==> src/rtl/seq_pattern_gen.sv <==
// Serial bit-pattern transmitter: latches a pattern/length/pass-count/gap on start
// and shifts the pattern out MSB-first with registered valid/busy/done/err status.
module seq_pattern_gen #(
  parameter int   PAT_W    = 8,
  parameter int   LEN_W    = 4,
  parameter int   REP_W    = 4,
  parameter int   GAP_W    = 3,
  parameter logic IDLE_BIT = 1'b0
) (
  input  logic             clk,
  input  logic             reset,
  input  logic             start,
  input  logic             abort,
  input  logic [PAT_W-1:0] pattern,
  input  logic [LEN_W-1:0] pat_len,
  input  logic [REP_W-1:0] rep_cnt,
  input  logic [GAP_W-1:0] gap_len,
  output logic             out,
  output logic             valid,
  output logic             busy,
  output logic             done,
  output logic             err,
  output logic [REP_W-1:0] passes_done,
  output logic [1:0]       state_dbg
);

  // Handshake: start is only looked at while busy=0; an accepted start raises busy
  // on the next cycle, a rejected one pulses err, and start while busy is dropped.
  typedef enum logic [1:0] {
    S_IDLE  = 2'd0,
    S_SHIFT = 2'd1,
    S_GAP   = 2'd2
  } state_t;

  localparam logic [LEN_W-1:0] MAX_LEN = LEN_W'(PAT_W);

  state_t           state_q, state_d;
  logic [PAT_W-1:0] pat_q, pat_d;
  logic [LEN_W-1:0] len_q, len_d;
  logic [REP_W-1:0] rep_q, rep_d;
  logic [GAP_W-1:0] gap_q, gap_d;
  logic [LEN_W-1:0] bit_idx_q, bit_idx_d;
  logic [GAP_W-1:0] gap_cnt_q, gap_cnt_d;
  logic [REP_W-1:0] pd_q, pd_d;
  logic             out_q, out_d;
  logic             valid_q, valid_d;
  logic             busy_q, busy_d;
  logic             done_q, done_d;
  logic             err_q, err_d;

  logic             start_ok;
  logic [LEN_W-1:0] idx_m1;
  logic [REP_W-1:0] pd_inc;
  logic             last_pass;
  logic [PAT_W-1:0] start_sh;
  logic [PAT_W-1:0] shift_sh;
  logic [PAT_W-1:0] first_sh;

  assign start_ok  = (pat_len != '0) && (pat_len <= MAX_LEN) && (rep_cnt != '0);
  assign idx_m1    = bit_idx_q - LEN_W'(1);
  assign pd_inc    = pd_q + REP_W'(1);
  assign last_pass = (pd_inc == rep_q);
  // Bit selects are done by shifting so the index width never has to match PAT_W.
  assign start_sh  = pattern >> (pat_len - LEN_W'(1));
  assign shift_sh  = pat_q >> idx_m1;
  assign first_sh  = pat_q >> (len_q - LEN_W'(1));

  always_comb begin
    state_d   = state_q;
    pat_d     = pat_q;
    len_d     = len_q;
    rep_d     = rep_q;
    gap_d     = gap_q;
    bit_idx_d = bit_idx_q;
    gap_cnt_d = gap_cnt_q;
    pd_d      = pd_q;
    out_d     = out_q;
    valid_d   = valid_q;
    busy_d    = busy_q;
    done_d    = 1'b0;
    err_d     = 1'b0;
    case (state_q)
      S_IDLE: begin
        if (start) begin
          if (start_ok) begin
            pat_d     = pattern;
            len_d     = pat_len;
            rep_d     = rep_cnt;
            gap_d     = gap_len;
            pd_d      = '0;
            bit_idx_d = pat_len - LEN_W'(1);
            out_d     = start_sh[0];
            valid_d   = 1'b1;
            busy_d    = 1'b1;
            state_d   = S_SHIFT;
          end else begin
            err_d = 1'b1;
          end
        end
      end
      S_SHIFT: begin
        if (abort) begin
          state_d = S_IDLE;
          out_d   = IDLE_BIT;
          valid_d = 1'b0;
          busy_d  = 1'b0;
        end else if (bit_idx_q != '0) begin
          bit_idx_d = idx_m1;
          out_d     = shift_sh[0];
        end else begin
          pd_d = pd_inc;
          if (last_pass) begin
            state_d = S_IDLE;
            out_d   = IDLE_BIT;
            valid_d = 1'b0;
            busy_d  = 1'b0;
            done_d  = 1'b1;
          end else if (gap_q != '0) begin
            state_d   = S_GAP;
            gap_cnt_d = gap_q;
            out_d     = IDLE_BIT;
            valid_d   = 1'b0;
          end else begin
            bit_idx_d = len_q - LEN_W'(1);
            out_d     = first_sh[0];
          end
        end
      end
      S_GAP: begin
        if (abort) begin
          state_d = S_IDLE;
          out_d   = IDLE_BIT;
          valid_d = 1'b0;
          busy_d  = 1'b0;
        end else if (gap_cnt_q <= GAP_W'(1)) begin
          state_d   = S_SHIFT;
          bit_idx_d = len_q - LEN_W'(1);
          out_d     = first_sh[0];
          valid_d   = 1'b1;
        end else begin
          gap_cnt_d = gap_cnt_q - GAP_W'(1);
        end
      end
      default: begin
        state_d = S_IDLE;
        out_d   = IDLE_BIT;
        valid_d = 1'b0;
        busy_d  = 1'b0;
      end
    endcase
  end

  always_ff @(posedge clk or negedge reset) begin
    if (!reset) begin
      state_q   <= S_IDLE;
      pat_q     <= '0;
      len_q     <= '0;
      rep_q     <= '0;
      gap_q     <= '0;
      bit_idx_q <= '0;
      gap_cnt_q <= '0;
      pd_q      <= '0;
      out_q     <= IDLE_BIT;
      valid_q   <= 1'b0;
      busy_q    <= 1'b0;
      done_q    <= 1'b0;
      err_q     <= 1'b0;
    end else begin
      state_q   <= state_d;
      pat_q     <= pat_d;
      len_q     <= len_d;
      rep_q     <= rep_d;
      gap_q     <= gap_d;
      bit_idx_q <= bit_idx_d;
      gap_cnt_q <= gap_cnt_d;
      pd_q      <= pd_d;
      out_q     <= out_d;
      valid_q   <= valid_d;
      busy_q    <= busy_d;
      done_q    <= done_d;
      err_q     <= err_d;
    end
  end

  assign out         = out_q;
  assign valid       = valid_q;
  assign busy        = busy_q;
  assign done        = done_q;
  assign err         = err_q;
  assign passes_done = pd_q;
  assign state_dbg   = state_q;

endmodule

==> config.mk <==
export PLATFORM = sky130hd
export DESIGN_NAME = seq_pattern_gen
export DESIGN_NICKNAME = d
export VERILOG_FILES = /design/src/rtl/seq_pattern_gen.sv
export SDC_FILE = /design/constraint.sdc
export NUM_CORES = 1
export LEC_CHECK = 0
export ABC_CLOCK_PERIOD_IN_PS = 4900
export CAP_MARGIN = 20
export CORE_MARGIN = 2
export CORE_UTILIZATION = 25
export DETAILED_ROUTE_END_ITERATION = 10
export GPL_TIMING_DRIVEN = 0
export SLEW_MARGIN = 20
export SYNTH_ARGS = -nofsm -noshare
export SYNTH_HDL_FRONTEND = slang
export SYNTH_SLANG_ARGS = --single-unit
==> constraint.sdc <==
create_clock -name clk -period 4.9 [get_ports clk]
set_input_delay 0.98 -clock clk [delete_from_list [all_inputs] [get_ports clk]]
set_output_delay 0.98 -clock clk [all_outputs]
set_load 0.01 [all_outputs]
==> flow_summary.yaml <==
run_status:
  status: "completed"
detailed_routing:
  wl_um: 5200
  dr.pass1.iters: 4
  ant_nets: 0
  drc_errors: 0
  avgViaCountPerCell: 4.81
  dr_total_vias: 1795
  drt_iter0_markers: 135
  wl_per_cell_um: 14.0
global_routing:
  grt_usage_pct: 11.1
  grt_first_pass_wirelength_um: 8680
  grt_pass1_vias: 1767
  gr-total-overflow: 0
  antenna_found_initial: 0
  grt_max_degree: 20
critical_path:
  crit_path_start_kind: "input port"
  reg2reg_depth: 9
  path_max_fanout: 6
  critPathCaptureType: "flip-flop"
  critPathKind: "input port to flip-flop"
  required_ps: 5080
  arrival_ps: 3390
placement:
  dpl_cell_area_um2: 2810
  portBuffers: 33
  gp_congestion: 0.821
  place_ws_ps: 1370
  dpl.hpwl_um: 4210
clocking:
  holdBufCountCts: 0
  clockBufferDepth: 2
  cts_made_buffers: 5
  clk_pin_slew_ps: 80
  htree_levels: 2
  clk_latency_ps: 300
  post_cts_buffers: 0
  tritoncts: "done"
  cts_sinks: 37
  root_buffer: "clkbuf_8"
  cts_resized: 0
timing:
  tightest_slew_ps: 924
  clock_skew_ps: 10.1
  hold_viol: 0
  fin_crit_sh_pct: 65.6
  layout_min_cycle_time_ps: 3210
  maxSlewHeadroom_pct: 37.9
  rsz0062_at_grt: "no"
  setup_slack_ps: 1690
  setup_viol_count_final: 0
  final_max_slew_viol_count: 0
  tns_ps: 0
  max_freq_mhz: 311
logic_synthesis:
  syn_area_per_cell_um2: 10.5
  synth_ff_type: "dfrtp_1"
  async_reset_ff_share_pct: 100
  syn_nets: 254
  post_synth_instance_area_um2: 2320
  synth.distinct_cells: 47
  synthesis.instances: 221
  yosysWarnings: 0
  seq_area_frac_synth_pct: 39.9
  synth_edf_count: 0
  ys_seq_elements: 37
power:
  clock_power_share_pct: 13.2
  swShare_pct: 40.5
  p_per_area_nw_per_um2: 585
  internal_power_mw: 1.01
  vdd_ir_drop_max_mv: 0.189
  combPwrFrac_pct: 54.0
  p_switching_uw: 688
  pwr-share-seq_pct: 32.8
  leakagePower_nw: 1.20
run:
  drv_cap: 0
worst_hold_path:
  hold_class: "flip-flop to flip-flop"
  hold_depth: 1
final_layout:
  antenna_cells: 0
  fin_nets: 295
  drive_above_1_share_pct: 17.2
  design_area_um2: 2900
  area_delta_synth_final_pct: 25.1
floorplanning:
  dieArea_um2: 10100
  core-area_um2: 9110
  die_w_um: 100
  row_count: 35
  die_y_um: 100
  initial_core_util_pct: 25.5
  num_io_pins: 34
-- state kept, by name, summed over array words and instances, names as in the netlist --
register     flops
bit_idx_q        4
busy             1
done             1
err              1
gap_cnt_q        3
gap_q            3
len_q            4
out              1
passes_done      4
pat_q            8
rep_q            4
state_dbg        2
valid            1
-- routing by layer --
layer	up-vias	GRT usage [%]	wire, um	share of wire, %
li1	883	-	-	-
met1	862	14.8	2470	47
met2	43	17.8	2440	47
met3	7	3.27	243	4.7
met4	0	2.53	51	0.98
met5	-	0	0	0
-- logic make-up after synthesis --
| group | Yosys count | share of synthesized area (%) |
|---|---|---|
| flip-flops | 37 | 39.9 |
| adder cells (fa/ha/maj) | 10 | 5.39 |
| AO/OA/AOI/OAI | 51 | 15.9 |
| buffers and inverters | 24 | 4.53 |
| AND/OR/NAND/NOR | 55 | 11.3 |
| multiplexers | 33 | 17.8 |
| XOR/XNOR | 11 | 5.12 |
-- cell usage after synthesis (2+ instances only) --
cell type	count	share of area, %
mux2_4	2	1.3
mux2i_1	8	3.5
a21oi_1	8	1.7
inv_1	18	2.9
mux4_2	4	3.9
o21a_1	4	1.3
buf_6	2	0.97
o21ai_2	2	0.75
a2111oi_0	2	0.75
ha_1	10	5.4
o21ai_0	12	2.6
xnor2_1	4	1.5
xor2_1	5	1.9
a22o_1	2	0.75
clkbuf_1	3	0.49
mux2_2	18	8.7
nor2b_1	2	0.54
nand2_1	14	2.3
nand2b_1	2	0.54
o211ai_1	4	1.3
dfrtp_1	37	40
a31oi_1	6	1.6
nor3_1	8	1.7
nor2_1	17	2.7
nand3_1	3	0.65
nand4_1	2	0.54
a41oi_1	2	0.75
-- cells in the final DEF, fill, tap and decap left out, types with 2 or more instances in the layout --
master           synthesis  routed
a2111oi_0                2       2
o211ai_1                 4       4
a41oi_1                  2       2
ha_1                    10      10
o21ai_2                  2       2
nand3_1                  3       3
a21oi_1                  8       8
inv_1                   18      18
mux2_4                   2       2
o21a_1                   4       4
nand4_1                  2       2
nor3_1                   8       8
nor2_1                  17      17
mux4_2                   4       4
buf_6                    2       2
dfrtp_1                 37      37
clkbuf_1                 3       3
clkdlybuf4s50_1          0      32
a31oi_1                  6       6
nand2_1                 14      14
mux2i_1                  8       8
clkbuf_8                 0       6
xor2_1                   5       5
nor2b_1                  2       2
a22o_1                   2       2
o21ai_0                 12      12
xnor2_1                  4       4
nand2b_1                 2       2
mux2_2                  18      18
-- worst max-delay path, cell delays in order --
cell,delay [ps]
clkdlybuf4s50_1,580
inv_1,120
ha_1,180
or2b_2,320
xnor2_2,180
o31ai_4,330
o211ai_2,150
a31o_4,260
mux2_4,290
-- power groups by stage --
stage,clock network (mW),registers [mW],logic (mW)
floorplan,0,0.544,0.683
global placement,0,0.562,0.897
detailed placement,0,0.567,0.917
CTS,0.230,0.560,0.921
global route,0.241,0.582,1.02
finish,0.224,0.558,0.917
-- area by class of cell --
| cell class | count | area [um2] |
|---|---|---|
| Fill cell | 968 | 6210 |
| Multi-Input combinational cell | 160 | 1290 |
| Sequential cell | 37 | 926 |
| Timing Repair Buffer | 34 | 353 |
| Tap cell | 111 | 139 |
| Clock buffer | 6 | 82.6 |
| Inverter | 18 | 67.6 |
| Buffer | 6 | 37.5 |
| Clock inverter | 1 | 7.51 |
-- per-stage QoR --
stage	power, mW	util, %	cells	hold slack [ps]
after detailed placement	1.48	30.9	366	501
after global placement	1.46	30.6	365	499
final	1.70	31.9	373	517
after CTS	1.71	31.9	373	520
after floorplan	1.23	-	221	471
after global routing	1.84	31.9	373	539
-- path summary, 6_finish.rpt --
path,start,end,slack [ps]
max,pat_len[0],bit_idx_q[2],1690
min,valid,valid,520
max reg2reg,bit_idx_q[0],out,2540
min reg2reg,valid,valid,520
max in group asynchronous,reset,pat_q[4],3810
min in group asynchronous,reset,valid,630
(Power assumes the default switching activity.)
